### src/rtl/matrix_mac_engine.sv
// Sequential 3x3 unsigned matrix multiplier using a single multiply-accumulate unit.
// It reads A and B once, then streams each C element as it completes.
// It is busy for 30 cycles from the accepted start to the done pulse, and it ignores start while busy.
module matrix_mac_engine #(
  parameter int DATA_W = 8,
  parameter int ACC_W  = 18
) (
  input  logic                  clk,
  input  logic                  rst,
  input  logic                  start,
  output logic                  mem_rd_en,
  input  logic [9*DATA_W-1:0]   a_data,
  input  logic [9*DATA_W-1:0]   b_data,
  output logic                  c_valid,
  output logic [3:0]            c_addr,
  output logic [ACC_W-1:0]      c_elem,
  output logic [9*ACC_W-1:0]    c_data,
  output logic                  busy,
  output logic                  done
);

  typedef enum logic [2:0] {
    S_IDLE    = 3'd0,
    S_FETCH   = 3'd1,
    S_CAPTURE = 3'd2,
    S_MAC     = 3'd3,
    S_DONE    = 3'd4
  } state_t;

  state_t state, state_nxt;

  logic [9*DATA_W-1:0] a_reg, b_reg;
  logic [ACC_W-1:0]    acc;
  logic [1:0]          i_cnt, j_cnt, k_cnt;

  // Operand registers unpacked into element arrays for indexed access
  logic [DATA_W-1:0]   a_arr [9];
  logic [DATA_W-1:0]   b_arr [9];

  genvar n;
  generate
    for (n = 0; n < 9; n++) begin : g_unpack
      assign a_arr[n] = a_reg[n*DATA_W +: DATA_W];
      assign b_arr[n] = b_reg[n*DATA_W +: DATA_W];
    end
  endgenerate

  logic [3:0]          a_idx, b_idx, elem_idx;
  logic [2*DATA_W-1:0] mul;
  logic [ACC_W-1:0]    prod;
  logic [ACC_W-1:0]    sum;
  logic                accept;
  logic                mac_last;

  // State register
  always_ff @(posedge clk) begin
    if (rst) state <= S_IDLE;
    else     state <= state_nxt;
  end

  // Next-state logic: fixed one-cycle fetch and capture, 27 MAC cycles, one done cycle
  always_comb begin
    state_nxt = state;
    case (state)
      S_IDLE:    if (start) state_nxt = S_FETCH;
      S_FETCH:   state_nxt = S_CAPTURE;
      S_CAPTURE: state_nxt = S_MAC;
      S_MAC:     if (mac_last) state_nxt = S_IDLE == S_IDLE ? S_DONE : S_DONE;
      S_DONE:    state_nxt = S_IDLE;
      default:   state_nxt = S_IDLE;
    endcase
  end

  // Decode and MAC datapath: current product and the running sum it produces
  always_comb begin
    accept   = (state == S_IDLE) && start;
    mac_last = (state == S_MAC) && (i_cnt == 2'd2) && (j_cnt == 2'd2) && (k_cnt == 2'd2);
    a_idx    = {2'b00, i_cnt} * 4'd3 + {2'b00, k_cnt};
    b_idx    = {2'b00, k_cnt} * 4'd3 + {2'b00, j_cnt};
    elem_idx = {2'b00, i_cnt} * 4'd3 + {2'b00, j_cnt};
    mul      = {{DATA_W{1'b0}}, a_arr[a_idx]} * {{DATA_W{1'b0}}, b_arr[b_idx]};
    prod     = ACC_W'(mul);
    sum      = ((k_cnt == 2'd0) ? '0 : acc) + prod;
  end

  // Registered outputs, operands, accumulator and i/j/k counters (k innermost)
  always_ff @(posedge clk) begin
    if (rst) begin
      mem_rd_en <= 1'b0;
      busy      <= 1'b0;
      done      <= 1'b0;
      c_valid   <= 1'b0;
      c_addr    <= '0;
      c_elem    <= '0;
      c_data    <= '0;
      a_reg     <= '0;
      b_reg     <= '0;
      acc       <= '0;
      i_cnt     <= '0;
      j_cnt     <= '0;
      k_cnt     <= '0;
    end else begin
      mem_rd_en <= accept;
      done      <= (state == S_DONE);
      c_valid   <= 1'b0;
      if (accept)                busy <= 1'b1;
      else if (state == S_DONE)  busy <= 1'b0;

      case (state)
        S_CAPTURE: begin
          a_reg <= a_data;
          b_reg <= b_data;
          acc   <= '0;
          i_cnt <= '0;
          j_cnt <= '0;
          k_cnt <= '0;
        end
        S_MAC: begin
          acc <= sum;
          if (k_cnt == 2'd2) begin
            c_valid                          <= 1'b1;
            c_elem                           <= sum;
            c_addr                           <= elem_idx;
            c_data[elem_idx*ACC_W +: ACC_W]  <= sum;
            k_cnt                            <= '0;
            if (j_cnt == 2'd2) begin
              j_cnt <= '0;
              i_cnt <= i_cnt + 2'd1;
            end else begin
              j_cnt <= j_cnt + 2'd1;
            end
          end else begin
            k_cnt <= k_cnt + 2'd1;
          end
        end
        default: ;
      endcase
    end
  end

endmodule

### config.mk
export PLATFORM = sky130hd
export DESIGN_NAME = matrix_mac_engine
export DESIGN_NICKNAME = d
export VERILOG_FILES = /design/src/rtl/matrix_mac_engine.sv
export SDC_FILE = /design/constraint.sdc
export NUM_CORES = 1
export LEC_CHECK = 0
export BUFFER_PORTS_ARGS = -buffer_cell sky130_fd_sc_hd__buf_4
export CORE_MARGIN = 1.5
export CORE_UTILIZATION = 50
export CTS_BUF_LIST = sky130_fd_sc_hd__clkbuf_4 sky130_fd_sc_hd__clkbuf_8
export CTS_CLUSTER_SIZE = 24
export DETAILED_ROUTE_END_ITERATION = 8
export PLACE_DENSITY_LB_ADDON = 0.3
export SYNTH_ARGS = -nofsm -noshare
export SYNTH_HDL_FRONTEND = slang
export SYNTH_SLANG_ARGS = --single-unit
### constraint.sdc
create_clock -name clk -period 8.45 [get_ports clk]
set_input_delay 0.845 -clock clk [delete_from_list [all_inputs] [get_ports clk]]
set_output_delay 0.845 -clock clk [all_outputs]
set_load 0.005 [all_outputs]
==> impl_results.md <==
- Status: finished, final reports clean
- FF-to-FF setup slack: 0.33 ns
- Synthesis-to-finish area growth: 22.45%
- Rows: 72
- Remaining antenna violation count: 0
- Crit. End Element: flip-flop
- Sw power: 936.8 uW
- Critical Path Source Type: flip-flop
- Std-Cell Core Area: 38830 um2
- WHS Endpoint: a_reg[33]
- Top cell type's share of synthesized area: 36.39%
- Worst vdd ir: 0.1237 mV
- Latest clock arrival within the worst-skew pair: 0.70 ns
- Layout cells sized above 1: 22.03%
- DP Worst Slack: 0.1611 ns
- Maximum clock insertion buffer count: 3
- Skew final: 0.03559 ns
- Synth Cell Area: 19750 um2
- CTS root buf: clkbuf_8
- Hold Path Stages: 3
- Synth Flop Type: dfxtp_1
- Final Net Count: 2982
- # clock sinks: 359
- Endpoints failing setup: 0
- Num CTS Buffers: 59
- Post-route DRC: 0
- Port bufs: 334
- Worst-Margin Slew: 1.178 ns
- Per-cell routed wire length: 21.42 um
- Syn Area/Cell: 8.215 um2
- WP data required: 9.04 ns
- Slew margin rel.: 21.19%
- Hold Slack: 0.4041 ns
- DR pass1 iterations: 6
- Dpl cells: 3180
- Largest net degree at the start of global routing: 144
- Via density per instance: 5.968
- Max FFs per register: 162
- Initial antenna violation count: 0
- Fin crit share: 96.11%
- # hold bufs at CTS: 0
- Final non-filler cell total: 3283
- Synth async-reset ratio: 0%
- Synth area leader: dfxtp_1
- Post-layout minimum cycle time: 8.122 ns
- Critical R2R Launch: j_cnt[1]
- ANT cells: 0
- Mapped Nets: 2662
- Clock Power Share: 44.2%
- Final Hold Fails: 0
- Post-synth EDFFs: 0
- MaxCap Viol Count: 0
- Comb pwr share: 8.4%
- FF+latch count, synth: 359
- Fillers: 3433
- RR Endpoint: c_data[37]
- Final worst slack: 0.3283 ns
- Reg power frac: 47.3%
- Critical path class: reg -> reg
- Sw Ratio: 25.16%
- Max frequency: 123.1 MHz
- Yosys cell types: 95
- Static leakage: 0.009646 uW
- First-pass GRT wire length: 107.8 mm
- CTS tree: yes
- Fin. max-slew vios: 0
- HPWL after detailed placement: 52.44 mm
- Die Area: 40700 um2
- Final core occ: 62.28%
- Initial core utilization: 50.86%
- Final wirelength: 70.32 mm
- Io pins: 335
- Vias after detailed routing: 19.59k
- Critical Path AT: 8.72 ns
- Syn Inst Count: 2404
- P_int: 2787 uW
- Sequential element share of the synthesized area: 36.39%
- Total congestion overflow: 0
- Die width: 201.7 um
- Tot GR Track Use: 33.85%
- R2r worst-path depth: 23
- Initial DRC count: 1838
- Synth warn: 0
- Vias in the first global route: 18.88k
- Worst min path class: in -> reg
- Pwr Total: 3723 uW
- Die height: 201.7 um
- Pwr dens: 154.0 nW/um2
- Routability cong.: 0.9803
- CTS clk-pin slew, worst paths: 0.06 ns
- H-tree lvl count: 2
- Hold_sp: a_data[33]
- Area contributors post-synth: dfxtp_1, nand2_1, a21oi_1
- Crit path max fanout: 14
kinds of logic (layout without fill, tap and decap cells):
logic type                 count (synthesis)  in the layout  synth area share [%]
AOI/OAI and AO/OA                        649            649                 21.65
xor gates and xnor gates                  15             15                0.9757
adders and majority gates                111            111                 9.085
buffers and inverters                    252            613                 5.062
DFF                                      359            359                 36.39
muxes                                     75             75                 5.898
and+or+nand+nor                          943            943                 20.93
Yosys cell counts, drive strengths merged, types with 5 or more instances:
library cell,number
a211o,9
a211oi,97
a21boi,5
a21o,10
a21oi,221
a221oi,8
a22o,30
a22oi,31
a311oi,13
a31oi,29
a32oi,8
and2,24
and3,5
and4,5
buf,33
clkbuf,116
dfxtp,359
fa,54
ha,57
inv,102
mux2,11
mux2i,32
mux4,32
nand2,450
nand2b,21
nand3,68
nand4,12
nor2,248
nor2b,24
nor3,53
nor4,8
o211a,7
o211ai,12
o21a,9
o21ai,98
o22ai,13
o31ai,9
o32ai,5
or3,9
xnor2,10
power by group through the flow:
stage	Sequential (uW)	Clock (uW)	Combinational, uW
after CTS	1760	1660	313
after global routing	1770	1740	343
after detailed placement	1800	0	312
after floorplan	1790	0	189
after global placement	1800	0	307
final	1760	1650	315
cell usage in the layout (no fill, tap or decap), drive strengths merged, types with 29 or more instances in the layout:
cell / instances
ha: 57
buf: 407
clkbuf: 90
mux2i: 32
a211oi: 97
nor3: 53
fa: 54
inv: 103
a22o: 30
dfxtp: 359
a21oi: 221
a31oi: 29
mux4: 32
nor2: 248
nand2: 450
o21ai: 98
nand3: 68
a22oi: 31
stage by stage:
step           setup TNS (ns)  cell area, um2
5_1_grt             -0.001654           24180
3_3_place_gp                0           22870
3_5_place_dp                0           22870
4_1_cts                     0           24140
2_1_floorplan               0           19750
6_report                    0           24180
layer usage:
layer / up-vias / global-route usage (%) / share of wire, %
met2: 951 / 54.09 / 46
met1: 9285 / 44.48 / 41
met3: 218 / 5.847 / 8.2
met5: - / 0 / 0
met4: 0 / 16.20 / 4.9
li1: 9138 / - / -
how the worst max path moves through the flow:
| stage | start | to | cells after the start |
|---|---|---|---|
| after floorplan | j_cnt[1] | c_data[131] | 24 |
| after global placement | j_cnt[1] | c_data[40] | 23 |
| after detailed placement | j_cnt[1] | c_data[40] | 23 |
| after CTS | j_cnt[1] | c_data[40] | 23 |
| after global routing | j_cnt[1] | c_data[40] | 24 |
| final | j_cnt[1] | c_data[37] | 23 |
final cells by class:
cell class / count / area [um2] / share of cell area, %
timing repair buffer: 408 / 3069 / 12.69
multi-input combinational: 1793 / 11620 / 48.07
sequential: 359 / 7187 / 29.72
clock buffer: 89 / 1100 / 4.548
clock inverter: 13 / 165.2 / 0.6829
inverter: 103 / 389.1 / 1.609
tap: 518 / 648.1 / 2.680
what timing repair did:
item	in CTS	in global routing
endpoints found under the setup margin	0	33
endpoints found under the hold margin	0	0
setup buffers	0	1
resized for setup	0	8
worst max-delay path: stages, from the launching register on:
cell      delay (ns)
dfxtp_1         0.53
fa_1            0.47
ha_1            0.74
mux4_2          0.44
mux2_2          0.29
a22oi_1         0.17
buf_4           0.19
nor2b_1         0.07
fa_1            0.50
inv_1           0.05
fa_1            0.50
inv_1           0.06
fa_1            0.51
fa_1            0.49
ha_1            0.47
o211ai_1        0.22
o21a_1          0.30
a2111o_1        0.46
nand3_1         0.13
nand2_1         0.29
o21ai_2         0.45
buf_4           0.25
a31oi_1         0.18
a211oi_1        0.26
(Power assumes the default switching activity.)
